File: src/rtl/apb_master_bridge_if.sv
// apb_master_bridge_if: command/response channel plus APB4 completer bus for the bridge.
interface apb_master_bridge_if #(
  parameter int C_APB_ADDR_WIDTH = 12,
  parameter int C_APB_DATA_WIDTH = 32
);
  localparam int AW = C_APB_ADDR_WIDTH;
  localparam int DW = C_APB_DATA_WIDTH;
  logic          i_cmd_valid;
  logic          o_cmd_ready;
  logic [AW-1:0] i_cmd_addr;
  logic          i_cmd_write;
  logic [DW-1:0] i_cmd_wdata;
  logic [DW/8-1:0] i_cmd_wstrb;
  logic [2:0]    i_cmd_prot;
  logic          o_rsp_valid;
  logic          i_rsp_ready;
  logic [DW-1:0] o_rsp_rdata;
  logic          o_rsp_err;
  logic          PSEL;
  logic          PENABLE;
  logic [AW-1:0] PADDR;
  logic          PWRITE;
  logic [DW-1:0] PWDATA;
  logic [DW/8-1:0] PWSTRB;
  logic [2:0]    PPROT;
  logic          PREADY;
  logic [DW-1:0] PRDATA;
  logic          PSLVERR;
  modport master (
    input  i_cmd_valid, i_cmd_addr, i_cmd_write, i_cmd_wdata, i_cmd_wstrb, i_cmd_prot,
    input  i_rsp_ready, PREADY, PRDATA, PSLVERR,
    output o_cmd_ready, o_rsp_valid, o_rsp_rdata, o_rsp_err,
    output PSEL, PENABLE, PADDR, PWRITE, PWDATA, PWSTRB, PPROT
  );
  modport slave (
    output i_cmd_valid, i_cmd_addr, i_cmd_write, i_cmd_wdata, i_cmd_wstrb, i_cmd_prot,
    output i_rsp_ready, PREADY, PRDATA, PSLVERR,
    input  o_cmd_ready, o_rsp_valid, o_rsp_rdata, o_rsp_err,
    input  PSEL, PENABLE, PADDR, PWRITE, PWDATA, PWSTRB, PPROT
  );
endinterface

File: src/rtl/apb_master_bridge.sv
// apb_master_bridge: valid/ready command to single-outstanding APB4 transfer with ACCESS timeout.
module apb_master_bridge #(
  parameter int C_APB_ADDR_WIDTH = 12,
  parameter int C_APB_DATA_WIDTH = 32,
  parameter int TIMEOUT = 16
) (
  input logic PCLK,
  input logic PRESET,
  apb_master_bridge_if.master bus
);
  localparam int AW = C_APB_ADDR_WIDTH;
  localparam int DW = C_APB_DATA_WIDTH;
  localparam int SW = DW / 8;
  localparam int CW = (TIMEOUT > 0) ? $clog2(TIMEOUT + 1) : 1;
  localparam logic [CW-1:0] TO_LAST = CW'((TIMEOUT > 0) ? TIMEOUT - 1 : 0);
  if (!(DW == 8 || DW == 16 || DW == 32 || DW == 64)) begin : g_dw_check
    $error("apb_master_bridge: C_APB_DATA_WIDTH must be 8, 16, 32 or 64");
  end
  typedef enum logic [1:0] {IDLE, SETUP, ACCESS, RESP} state_e;
  state_e state_q, state_d;
  logic [CW-1:0] cnt_q, cnt_d;
  logic ready_q, ready_d, psel_q, psel_d, penable_q, penable_d, pwrite_q, pwrite_d;
  logic rsp_valid_q, rsp_valid_d, err_q, err_d;
  logic [AW-1:0] paddr_q, paddr_d;
  logic [DW-1:0] pwdata_q, pwdata_d, rdata_q, rdata_d;
  logic [SW-1:0] pwstrb_q, pwstrb_d;
  logic [2:0] pprot_q, pprot_d;
  logic accept, done, expire;
  assign accept = bus.i_cmd_valid && ready_q;
  assign done   = (state_q == ACCESS) && bus.PREADY;
  // PREADY in the expiry cycle takes priority over the timeout
  assign expire = (TIMEOUT != 0) && (state_q == ACCESS) && !bus.PREADY && (cnt_q == TO_LAST);
  always_ff @(posedge PCLK) begin
    if (PRESET) begin
      state_q     <= IDLE;
      cnt_q       <= '0;
      ready_q     <= 1'b0;
      psel_q      <= 1'b0;
      penable_q   <= 1'b0;
      pwrite_q    <= 1'b0;
      rsp_valid_q <= 1'b0;
      err_q       <= 1'b0;
      paddr_q     <= '0;
      pwdata_q    <= '0;
      rdata_q     <= '0;
      pwstrb_q    <= '0;
      pprot_q     <= '0;
    end else begin
      state_q     <= state_d;
      cnt_q       <= cnt_d;
      ready_q     <= ready_d;
      psel_q      <= psel_d;
      penable_q   <= penable_d;
      pwrite_q    <= pwrite_d;
      rsp_valid_q <= rsp_valid_d;
      err_q       <= err_d;
      paddr_q     <= paddr_d;
      pwdata_q    <= pwdata_d;
      rdata_q     <= rdata_d;
      pwstrb_q    <= pwstrb_d;
      pprot_q     <= pprot_d;
    end
  end
  always_comb begin
    state_d = state_q;
    unique case (state_q)
      IDLE:    state_d = accept ? SETUP : IDLE;
      SETUP:   state_d = ACCESS;
      ACCESS:  state_d = (done || expire) ? RESP : ACCESS;
      RESP:    state_d = bus.i_rsp_ready ? IDLE : RESP;
      default: state_d = IDLE;
    endcase
  end
  always_comb begin
    ready_d     = state_d == IDLE;
    psel_d      = (state_d == SETUP) || (state_d == ACCESS);
    penable_d   = state_d == ACCESS;
    rsp_valid_d = state_d == RESP;
    cnt_d       = (state_q == ACCESS) ? cnt_q + 1'b1 : '0;
    paddr_d     = accept ? bus.i_cmd_addr : paddr_q;
    pwrite_d    = accept ? bus.i_cmd_write : pwrite_q;
    pwdata_d    = (accept && bus.i_cmd_write) ? bus.i_cmd_wdata : pwdata_q;
    pwstrb_d    = accept ? (bus.i_cmd_write ? bus.i_cmd_wstrb : '0) : pwstrb_q;
    pprot_d     = accept ? bus.i_cmd_prot : pprot_q;
    rdata_d     = done ? (pwrite_q ? '0 : bus.PRDATA) : expire ? '0 : rdata_q;
    err_d       = done ? bus.PSLVERR : expire ? 1'b1 : err_q;
  end
  assign bus.o_cmd_ready = ready_q;
  assign bus.o_rsp_valid = rsp_valid_q;
  assign bus.o_rsp_rdata = rdata_q;
  assign bus.o_rsp_err   = err_q;
  assign bus.PSEL        = psel_q;
  assign bus.PENABLE     = penable_q;
  assign bus.PADDR       = paddr_q;
  assign bus.PWRITE      = pwrite_q;
  assign bus.PWDATA      = pwdata_q;
  assign bus.PWSTRB      = pwstrb_q;
  assign bus.PPROT       = pprot_q;
endmodule

File: src/flat_wrapper.sv
// flat-port wrapper written by rule: the top's interface ports become plain ports
module apb_master_bridge_flat 
#(
  parameter int C_APB_ADDR_WIDTH = 12,
  parameter int C_APB_DATA_WIDTH = 32,
  parameter int TIMEOUT = 16
)
  (PCLK, PRESET, bus_i_cmd_valid, bus_i_cmd_addr, bus_i_cmd_write, bus_i_cmd_wdata, bus_i_cmd_wstrb, bus_i_cmd_prot, bus_i_rsp_ready, bus_PREADY, bus_PRDATA, bus_PSLVERR, bus_o_cmd_ready, bus_o_rsp_valid, bus_o_rsp_rdata, bus_o_rsp_err, bus_PSEL, bus_PENABLE, bus_PADDR, bus_PWRITE, bus_PWDATA, bus_PWSTRB, bus_PPROT);
  apb_master_bridge_if #(.C_APB_ADDR_WIDTH(C_APB_ADDR_WIDTH), .C_APB_DATA_WIDTH(C_APB_DATA_WIDTH)) bus_i ();
  input logic PCLK;
  input logic PRESET;
  input wire logic [$bits(bus_i.i_cmd_valid)-1:0] bus_i_cmd_valid;
  input wire logic [$bits(bus_i.i_cmd_addr)-1:0] bus_i_cmd_addr;
  input wire logic [$bits(bus_i.i_cmd_write)-1:0] bus_i_cmd_write;
  input wire logic [$bits(bus_i.i_cmd_wdata)-1:0] bus_i_cmd_wdata;
  input wire logic [$bits(bus_i.i_cmd_wstrb)-1:0] bus_i_cmd_wstrb;
  input wire logic [$bits(bus_i.i_cmd_prot)-1:0] bus_i_cmd_prot;
  input wire logic [$bits(bus_i.i_rsp_ready)-1:0] bus_i_rsp_ready;
  input wire logic [$bits(bus_i.PREADY)-1:0] bus_PREADY;
  input wire logic [$bits(bus_i.PRDATA)-1:0] bus_PRDATA;
  input wire logic [$bits(bus_i.PSLVERR)-1:0] bus_PSLVERR;
  output wire logic [$bits(bus_i.o_cmd_ready)-1:0] bus_o_cmd_ready;
  output wire logic [$bits(bus_i.o_rsp_valid)-1:0] bus_o_rsp_valid;
  output wire logic [$bits(bus_i.o_rsp_rdata)-1:0] bus_o_rsp_rdata;
  output wire logic [$bits(bus_i.o_rsp_err)-1:0] bus_o_rsp_err;
  output wire logic [$bits(bus_i.PSEL)-1:0] bus_PSEL;
  output wire logic [$bits(bus_i.PENABLE)-1:0] bus_PENABLE;
  output wire logic [$bits(bus_i.PADDR)-1:0] bus_PADDR;
  output wire logic [$bits(bus_i.PWRITE)-1:0] bus_PWRITE;
  output wire logic [$bits(bus_i.PWDATA)-1:0] bus_PWDATA;
  output wire logic [$bits(bus_i.PWSTRB)-1:0] bus_PWSTRB;
  output wire logic [$bits(bus_i.PPROT)-1:0] bus_PPROT;
  assign bus_i.i_cmd_valid = bus_i_cmd_valid;
  assign bus_i.i_cmd_addr = bus_i_cmd_addr;
  assign bus_i.i_cmd_write = bus_i_cmd_write;
  assign bus_i.i_cmd_wdata = bus_i_cmd_wdata;
  assign bus_i.i_cmd_wstrb = bus_i_cmd_wstrb;
  assign bus_i.i_cmd_prot = bus_i_cmd_prot;
  assign bus_i.i_rsp_ready = bus_i_rsp_ready;
  assign bus_i.PREADY = bus_PREADY;
  assign bus_i.PRDATA = bus_PRDATA;
  assign bus_i.PSLVERR = bus_PSLVERR;
  assign bus_o_cmd_ready = bus_i.o_cmd_ready;
  assign bus_o_rsp_valid = bus_i.o_rsp_valid;
  assign bus_o_rsp_rdata = bus_i.o_rsp_rdata;
  assign bus_o_rsp_err = bus_i.o_rsp_err;
  assign bus_PSEL = bus_i.PSEL;
  assign bus_PENABLE = bus_i.PENABLE;
  assign bus_PADDR = bus_i.PADDR;
  assign bus_PWRITE = bus_i.PWRITE;
  assign bus_PWDATA = bus_i.PWDATA;
  assign bus_PWSTRB = bus_i.PWSTRB;
  assign bus_PPROT = bus_i.PPROT;
  apb_master_bridge #(.C_APB_ADDR_WIDTH(C_APB_ADDR_WIDTH), .C_APB_DATA_WIDTH(C_APB_DATA_WIDTH), .TIMEOUT(TIMEOUT)) u_core (.PCLK(PCLK), .PRESET(PRESET), .bus(bus_i));
endmodule
File: config.mk
export PLATFORM = sky130hd
export DESIGN_NAME = apb_master_bridge_flat
export DESIGN_NICKNAME = d
export VERILOG_FILES = /design/src/rtl/apb_master_bridge_if.sv /design/src/rtl/apb_master_bridge.sv /design/src/flat_wrapper.sv
export SDC_FILE = /design/constraint.sdc
export NUM_CORES = 1
export LEC_CHECK = 0
export ABC_AREA = 1
export CAP_MARGIN = 10
export CORE_ASPECT_RATIO = 0.6
export CORE_UTILIZATION = 42
export CTS_BUF_LIST = sky130_fd_sc_hd__clkbuf_4 sky130_fd_sc_hd__clkbuf_8
export DETAILED_ROUTE_END_ITERATION = 12
export GPL_TIMING_DRIVEN = 0
export HOLD_SLACK_MARGIN = 0.06
export PLACE_DENSITY = 0.88
export SLEW_MARGIN = 20
export SYNTH_ARGS = -nofsm -noshare
export SYNTH_HDL_FRONTEND = slang
export SYNTH_SLANG_ARGS = --single-unit
File: constraint.sdc
create_clock -name PCLK -period 2.1 [get_ports PCLK]
set_input_delay 0.42 -clock PCLK [delete_from_list [all_inputs] [get_ports PCLK]]
set_output_delay 0.42 -clock PCLK [all_outputs]
set_load 0.02 [all_outputs]
Word-level counts from Yosys, hierarchy flattened
Cells that the tools add are included.
{ "word_totals": {"output_inout_bits": 89, "ff_bits": 96} }
{ "op_classes": {"add_sub_neg": 1, "bitwise": 1, "muxes": 10, "eq_ne": 7, "n_reduce_logical": 12} }
{ "ops": {"columns": ["cell", "count"], "rows": [
  ["$mux 32", 3],
  ["$eq 2x2->1 const B", 4],
  ["$pmux 2 s4", 1],
  ["$add 5x1->5 const B", 1],
  ["$eq 5x4->1 const B", 1],
  ["$logic_and 1x1->1", 5],
  ["$eq 2x1->1 const B", 2],
  ["$logic_not 2->1", 2],
  ["$mux 1", 4],
  ["$mux 4", 1],
  ["$logic_or 1x1->1", 2],
  ["$mux 2", 1],
  ["$reduce_bool 2->1", 1],
  ["$reduce_or 2->1", 1],
  ["$logic_not 1->1", 1],
  ["$not 1->1", 1]
]} }

Longest topological paths before layout
Gate-level depths: netlist of the first run.
{ "depth": {"word_depth": 8, "ltp_mapped": 10, "depth_no_buf": 10} }

Worst setup path after synthesis of the first run
OpenSTA, ideal clock, no wires.
{ "synth_path": {"kind": "register to register", "startpoint": "register u_core.cnt_q[0]", "endpoint": "register u_core.psel_q, in the netlist u_core.bus.PSEL", "path_buffers": 0, "arrival_time_ns": 1.428, "setup_slack_ns": 0.545, "period_less_slack_ns": 1.555, "setup_ns": 0.128, "path_stages_with_launch": 11, "cell_sequence": "dfxtp_1 ha_1 nand2_1 nor2_1 ha_1 o21ai_0 nand2_1 inv_1 ha_1 inv_1 nor2_1"} }
{ "synth_via": {"elab_chain_len": 7, "elab_cells_between_ends": 8} }
{ "synth_rtl": {"columns": ["element", "line_no", "rtl"], "rows": [
  ["start, declared", "apb_master_bridge.sv:21", "logic [CW-1:0] cnt_q, cnt_d;"],
  ["start signal, assigned", "apb_master_bridge.sv:50", "cnt_q <= cnt_d;"],
  ["$eq 5x4->1 (*)", "apb_master_bridge.sv:32", "assign expire = (TIMEOUT != 0) && (state_q == ACCESS) && !bus.PREADY && (cnt_q == TO_LAST);"],
  ["$logic_and 1x1->1 (*)", "apb_master_bridge.sv:32", null],
  ["$logic_or 1x1->1 (*)", "apb_master_bridge.sv:69", "ACCESS: state_d = (done || expire) ? RESP : ACCESS;"],
  ["$mux 1 (*)", "apb_master_bridge.sv:69", null],
  ["$pmux 2 s4 (*)", "apb_master_bridge.sv:66", "unique case (state_q)"],
  ["net u_core.state_d[0]", "apb_master_bridge.sv:20", "state_e state_q, state_d;"],
  ["$eq 2x1->1 / $eq 2x2->1 (equally long branches)", "apb_master_bridge.sv:76", "psel_d = (state_d == SETUP) || (state_d == ACCESS);"],
  ["$logic_or 1x1->1 (*)", "apb_master_bridge.sv:76", null],
  ["net u_core.psel_d", "apb_master_bridge.sv:22", "logic ready_q, ready_d, psel_q, psel_d, penable_q, penable_d, pwrite_q, pwrite_d;"],
  ["end signal, assigned", "apb_master_bridge.sv:52", "psel_q <= psel_d;"],
  ["end, declared", "apb_master_bridge.sv:22", null]
]} }
The timed path passes the listed nets; every way through them passes the cells marked *.
A chain may end at the register's enable or synchronous reset.

Final worst setup path of the first run
{ "layout_path": {"startpoint": "register u_core.ready_q, in the netlist u_core.bus.o_cmd_ready", "endpoint": "output port bus_o_cmd_ready"} }
{ "layout_lines": {"columns": ["element", "line_no", "rtl"], "rows": [
  ["start, declared", "apb_master_bridge.sv:22", null],
  ["start signal, assigned", "apb_master_bridge.sv:51", "ready_q <= ready_d;"],
  ["end, declared", "flat_wrapper.sv:22", "output wire logic [$bits(bus_i.o_cmd_ready)-1:0] bus_o_cmd_ready;"]
]} }
No word-level cell between the ends.

==> impl_metrics.csv, run 1 <==
group,metric,value,unit
critical_path,path_buf_inv,1,
floorplan,die_h,74.8,um
grt,grt-ovfl-total,0,
synth,synthMuxAreaShare,0,
final_layout,fillers,692,
cts,path_clk_slew,0.09,ns
synth,yosysUniqueCellTypes,19,
critical_path,cp-end-kind,"output port",
final_layout,nets,784,
synth,yosys-top-cells-area,"dfxtp_1, nor2_1, o21ai_0, a21oi_1, nand2_1",
synth,yosysMostFrequentCell,"nor2_1",
critical_path,crit_start,"u_core.bus.o_cmd_ready$_SDFF_PP0_",
floorplan,die_x,123,um
timing,slew-limit-headroom,0.703,
cts,cts.sinks,96,
synth,synth_xor_area_frac,0,
final_layout,drive_above_1_share,0.0605,
power_and_ir_drop,ir_worst_vdd,0.472,mV
cts,cts_resized,0,
power_and_ir_drop,leakagePower,2.42,nW
critical_path,ff2ff_path_depth,10,
critical_path,path_depth,1,
min_path,whs_path_depth,2,
critical_path,r2r-start,"u_core.cnt_q[0]$_SDFF_PP0_",
synth,synth_top_area_cell,"dfxtp_1",
power_and_ir_drop,p_per_area,763,nW/um2
cts,ctsHtreeMaxLevel,3,
critical_path,cp.required,1.68,ns
grt,gr-usage-all-layers,0.247,
synth,yosysTopAreaCellShare,0.518,
synth,ys_async_sr_fraction,0,
timing,tns,0,ns
critical_path,crit_chain,"clkdlybuf4s50_1",
critical_path,crit_fanout,3,
cts,cts_root_buffer,"clkbuf_8",
cts,cts_tree,"done",
floorplan,die-area,9230,um2
route,drc_errors,0,
timing,setup_viol,0,
timing,tightest_slew,0.446,ns
critical_path,cp_top_family,"buffers and inverters",
synth,syn_nets,596,
route,dr_total_vias,3829,
flow_run,maxCapViolations,0,
power_and_ir_drop,power,4.49,mW
timing,fin_hold_ws,0.383,ns
critical_path,r2r_slack,0.37,ns
synth,synthAdderAreaFrac,0.0168,
timing,slew_viol_final,0,
final_layout,syn_to_final_growth,58.3,%
cts,cts_hold_buf,0,
floorplan,io_pins,179,
synth,netlist_top_cells_count,"nor2_1, dfxtp_1, nand2_1",
synth,synth-compound-area-share,0.120,
timing,skew,0.00924,ns
synth,ys_warn_count,0,
route,firstDrtPassIters,4,
critical_path,path_class,"flop to output port",
floorplan,start_util,0.434,
synth,syn_area,3710,um2
placement,dp_hpwl,8640,um
critical_path,r2r_end,"u_core.bus.PSEL$_SDFF_PP0_",
timing,min_period,1.78,ns
grt,antenna_found_initial,0,
floorplan,core_area,8560,um2
synth,synth_top_family_by_area,"simple AND/OR/NAND/NOR gates",
critical_path,critPathMaxStageDelay,0.62,ns
route,wire_per_inst,13.8,um
synth,synthFlopType,"dfxtp_1",
synth,synth_edf_count,0,
critical_path,arrival,1.36,ns
critical_path,slowest_stage,"clkdlybuf4s50_1",
timing,finalHoldViolCount,0,
route,viasPerCell,4.75,
timing,fin_crit_sh,0.847,
cts,ctsLongestPathBuffers,2,
timing,rsz0062_at_grt,"false",
final_layout,antenna_cells,0,
critical_path,endpoint,"bus_o_cmd_ready",
synth,synth_simple_gate_area_frac,0.251,
placement,io_buffers,177,
route,drtAntennaViolNets,0,
cts,cts_setup_buffers,0,
floorplan,num_rows,26,
cts,clock_latency,0.36,ns
final_layout,fin_util,0.687,
grt,grt_max_degree,17,
synth,syn_inst,501,
timing,fmaxAchievable,562,MHz
synth,syn_avg_cell_area,7.41,um2
cts,numCtsBuffers,9,
critical_path,startpoint_type,"flop",
run_status,status,"finished clean",
grt,grt_pass1_wl,17300,um
route,drt-total-wl,11100,um
synth,synth-seq-cells,96,
placement,gp_congestion,0.903,
synth,seq_area_frac_synth,0.518,
route,drt_iter0_markers,157,
grt,grt_pass1_vias,3618,
min_path,hold_class,"input port to flop",
[layout by cell type, fill, tap and decap left out]
cell             instances
nand3_4                  1
buf_2                   17
nand2_2                  1
nor3b_1                  1
bufinv_16                3
clkinv_4                 1
ha_1                     5
a21oi_1                 39
inv_1                   48
buf_6                    3
clkbuf_2                 1
nor2_1                 139
nand2_1                 51
dfxtp_1                 96
clkbuf_8                10
o21ai_1                  2
inv_2                    2
clkinvlp_4               1
clkbuf_1                 8
inv_6                    1
o21ai_0                 48
nor2_4                   1
clkdlybuf4s50_1        177
nand3_1                 35
buf_1                    3
[state kept, by name (all words and copies together), names as in the netlist, 2 cells and up]
register,cells
u_core.cnt_q,5
u_core.bus.PPROT,3
u_core.bus.o_rsp_rdata,32
u_core.bus.PWSTRB,4
u_core.bus.PADDR,12
u_core.bus.PWDATA,32
u_core.state_q,2
[layer usage]
layer	share of wire	GRT usage
met1	0.46	0.304
met2	0.48	0.420
met4	0.021	0.102
met3	0.047	0.0629
met5	0	0
[through the flow]
step | setup slack (ns) | cell area (um2) | cells
floorplan | 0.545 | 3710 | 501
finish | 0.321 | 5880 | 806
global route | 0.200 | 5880 | 806
global placement | 0.209 | 5630 | 790
CTS | 0.300 | 5880 | 806
detailed placement | 0.157 | 5630 | 790
[power breakdown]
part | switching [mW] | internal (mW)
sequential | 0.0728 | 1.95
clock | 0.648 | 0.830
combinational | 0.506 | 0.478
[worst min path at each step]
stage / from / to / slack [ns]
floorplan: u_core.cnt_q[0]$_SDFF_PP0_ / u_core.cnt_q[0]$_SDFF_PP0_ / 0.42
global route: PRESET / u_core.bus.o_rsp_rdata[4]$_SDFFE_PP0P_ / 0.37
detailed placement: u_core.cnt_q[0]$_SDFF_PP0_ / u_core.cnt_q[0]$_SDFF_PP0_ / 0.44
CTS: PRESET / u_core.bus.o_rsp_rdata[4]$_SDFFE_PP0P_ / 0.36
global placement: u_core.cnt_q[0]$_SDFF_PP0_ / u_core.cnt_q[0]$_SDFF_PP0_ / 0.43
finish: PRESET / u_core.bus.o_rsp_rdata[4]$_SDFFE_PP0P_ / 0.38
[cell families (layout without fill, tap and decap cells)]
logic type	Yosys count	in the layout
buffers and inverters	82	275
adders and majority gates	5	5
AOI/OAI and AO/OA	89	89
and+or+nand+nor	229	229
DFF	96	96
[area by class of cell]
class / count / area (um2) / area share
repair buffers: 177 / 1770 / 0.301
clock inverters: 6 / 115 / 0.0196
inverters: 50 / 188 / 0.0319
clock buffers: 10 / 138 / 0.0234
multi-input cells: 323 / 1440 / 0.245
well taps: 112 / 140 / 0.0238
flip-flops and latches: 96 / 1920 / 0.327
plain buffers: 32 / 165 / 0.0281
Power figures use the tool's default switching activity.
==> inputs of run 2 (changes only) <==
--- a/config.mk
+++ b/config.mk
@@ -8,12 +8,12 @@
 export ABC_AREA = 1
 export CAP_MARGIN = 10
 export CORE_ASPECT_RATIO = 0.6
-export CORE_UTILIZATION = 42
+export CORE_UTILIZATION = 38
 export CTS_BUF_LIST = sky130_fd_sc_hd__clkbuf_4 sky130_fd_sc_hd__clkbuf_8
 export DETAILED_ROUTE_END_ITERATION = 12
 export GPL_TIMING_DRIVEN = 0
 export HOLD_SLACK_MARGIN = 0.06
-export PLACE_DENSITY = 0.88
+export PLACE_DENSITY = 0.85
 export SLEW_MARGIN = 20
 export SYNTH_ARGS = -nofsm -noshare
 export SYNTH_HDL_FRONTEND = slang
==> constraint.sdc (replaced) <==
create_clock -name PCLK -period 1.5 [get_ports PCLK]
set_input_delay 0.3 -clock PCLK [delete_from_list [all_inputs] [get_ports PCLK]]
set_output_delay 0.3 -clock PCLK [all_outputs]
set_load 0.02 [all_outputs]
==> impl_metrics.csv, run 2 (synthesized netlist as in run 1, its figures left out) <==
group,metric,value,unit
run_status,status,"complete, but fails checks",
run_status,violations,"negative setup slack",
final_layout,final_cell_mix,"nor2_1, dfxtp_1, dlygate4sd2_1",
timing,rsz0062_at_grt,"true",
route,viasPerCell,4.76,
critical_path,path_buf_inv,2,
placement,gp_congestion,0.782,
critical_path,cp.required,1.72,ns
final_layout,nets,796,
power_and_ir_drop,ir_worst_vdd,0.499,mV
grt,gr-usage-all-layers,0.234,
critical_path,crit_fanout,8,
route,firstDrtPassIters,4,
critical_path,cp_top_family,"simple AND/OR/NAND/NOR gates",
route,drt-total-wl,11800,um
critical_path,startpoint_type,"flop",
timing,setup_slack,-0.0595,ns
power_and_ir_drop,p_per_area,923,nW/um2
floorplan,die_h,78.6,um
timing,setup_viol,32,
cts,numCtsBuffers,9,
floorplan,num_rows,27,
timing,slew_viol_final,0,
timing,skew,0.00606,ns
critical_path,slowest_stage,"dfxtp_2",
floorplan,die_x,130,um
critical_path,critPathMaxStageDelay,0.36,ns
cts,cts_tree,"done",
cts,ctsLongestPathBuffers,2,
power_and_ir_drop,power,5.68,mW
floorplan,io_pins,179,
timing,tightest_slew,0.737,ns
final_layout,syn_to_final_growth,65.9,%
final_layout,design_area,6160,um2
final_layout,fin_util,0.661,
route,drtAntennaViolNets,0,
timing,fin_crit_sh,1.04,
route,drc_errors,0,
timing,tns,-1.40,ns
grt,antenna_found_initial,0,
timing,min_period,1.56,ns
grt,grt_pass1_wl,18600,um
placement,dp_hpwl,8630,um
cts,ctsHtreeMaxLevel,3,
critical_path,arrival,1.78,ns
grt,grt-ovfl-total,0,
cts,cts_hold_buf,0,
placement,io_buffers,177,
final_layout,antenna_cells,0,
timing,fmaxAchievable,641,MHz
route,drt_iter0_markers,205,
cts,cts.sinks,96,
flow_run,maxCapViolations,0,
grt,grt_max_degree,16,
timing,fin_hold_ws,0.239,ns
floorplan,die-area,10200,um2
final_layout,drive_above_1_share,0.173,
cts,cts_root_buffer,"clkbuf_8",
floorplan,start_util,0.398,
route,wire_per_inst,14.1,um
critical_path,path_class,"flop to flop",
placement,place_area,5650,um2
timing,slew-limit-headroom,0.508,
floorplan,core_area,9320,um2
final_layout,final_common_cell,"nor2_1",
grt,grt_pass1_vias,3904,
timing,finalHoldViolCount,0,
critical_path,cp-end-kind,"flop",
critical_path,crit_chain,"ha_4 > nand2_4 > nor2_4 > ha_4 > buf_6 > nand3_4 > buf_6 > nand3_2 > a21oi_2",
cts,clock_latency,0.36,ns
power_and_ir_drop,leakagePower,2.86,nW
min_path,hold_class,"input port to flop",
cts,path_clk_slew,0.09,ns
route,dr_total_vias,3972,
## run 2: changes by cell type in the layout (fill, tap and decap cells not counted), sizes merged
cell / change
clkdlybuf4s50: -89
inv: -1
buf: +12
clkinvlp: +3
bufinv: -3
dlygate4sd2: +89
## run 2: per-stage QoR
step / cells / worst slack [ns]
6_report: 835 / -0.0595
5_1_grt: 835 / -0.127
4_1_cts: 831 / -0.0980
3_5_place_dp: 808 / -0.328
3_3_place_gp: 808 / -0.278
2_1_floorplan: 501 / 0.00853
## run 2: timing repair
action,4_1_cts,5_1_grt
buffers inserted,5,4
gates resized for setup,153,24
endpoints found under the setup margin,123,51
pin swaps,11,7
gates cloned,3,0
## run 2: area by class of cell
class,count,area (um2)
Fill cell,812,3160
Sequential cell,96,1930
Multi-Input combinational cell,323,1770
Timing Repair Buffer,189,1770
Inverter,50,188
Buffer,32,184
Tap cell,130,163
Clock buffer,10,131
Clock inverter,5,35.0
## run 2: final timing paths
kind	startpoint	endpoint	slack (ns)	cells past startpoint
max	u_core.cnt_q[0]$_SDFF_PP0_	u_core.bus.o_rsp_rdata[21]$_SDFFE_PP0P_	-0.06	9
min	PRESET	u_core.bus.o_rsp_rdata[5]$_SDFFE_PP0P_	0.24	2
max reg2reg	u_core.cnt_q[0]$_SDFF_PP0_	u_core.bus.o_rsp_rdata[21]$_SDFFE_PP0P_	-0.06	9
min reg2reg	u_core.bus.PWSTRB[3]$_SDFFE_PP0P_	u_core.bus.PWSTRB[3]$_SDFFE_PP0P_	0.47	2
## run 2: routing by layer
| layer | vias up | global-route usage | part of all wire |
|---|---|---|---|
| met1 | 1851 | 0.291 | 0.44 |
| met3 | 13 | 0.0532 | 0.058 |
| met4 | 0 | 0.0698 | 0.014 |
| met5 | - | 0 | 0 |
| met2 | 137 | 0.403 | 0.49 |
| li1 | 1971 | - | - |
## run 2: where the power goes
group | total (mW) | internal [mW] | switching [mW]
combinational | 1.36 | 0.597 | 0.758
sequential | 2.84 | 2.73 | 0.104
clock | 1.49 | 0.609 | 0.883
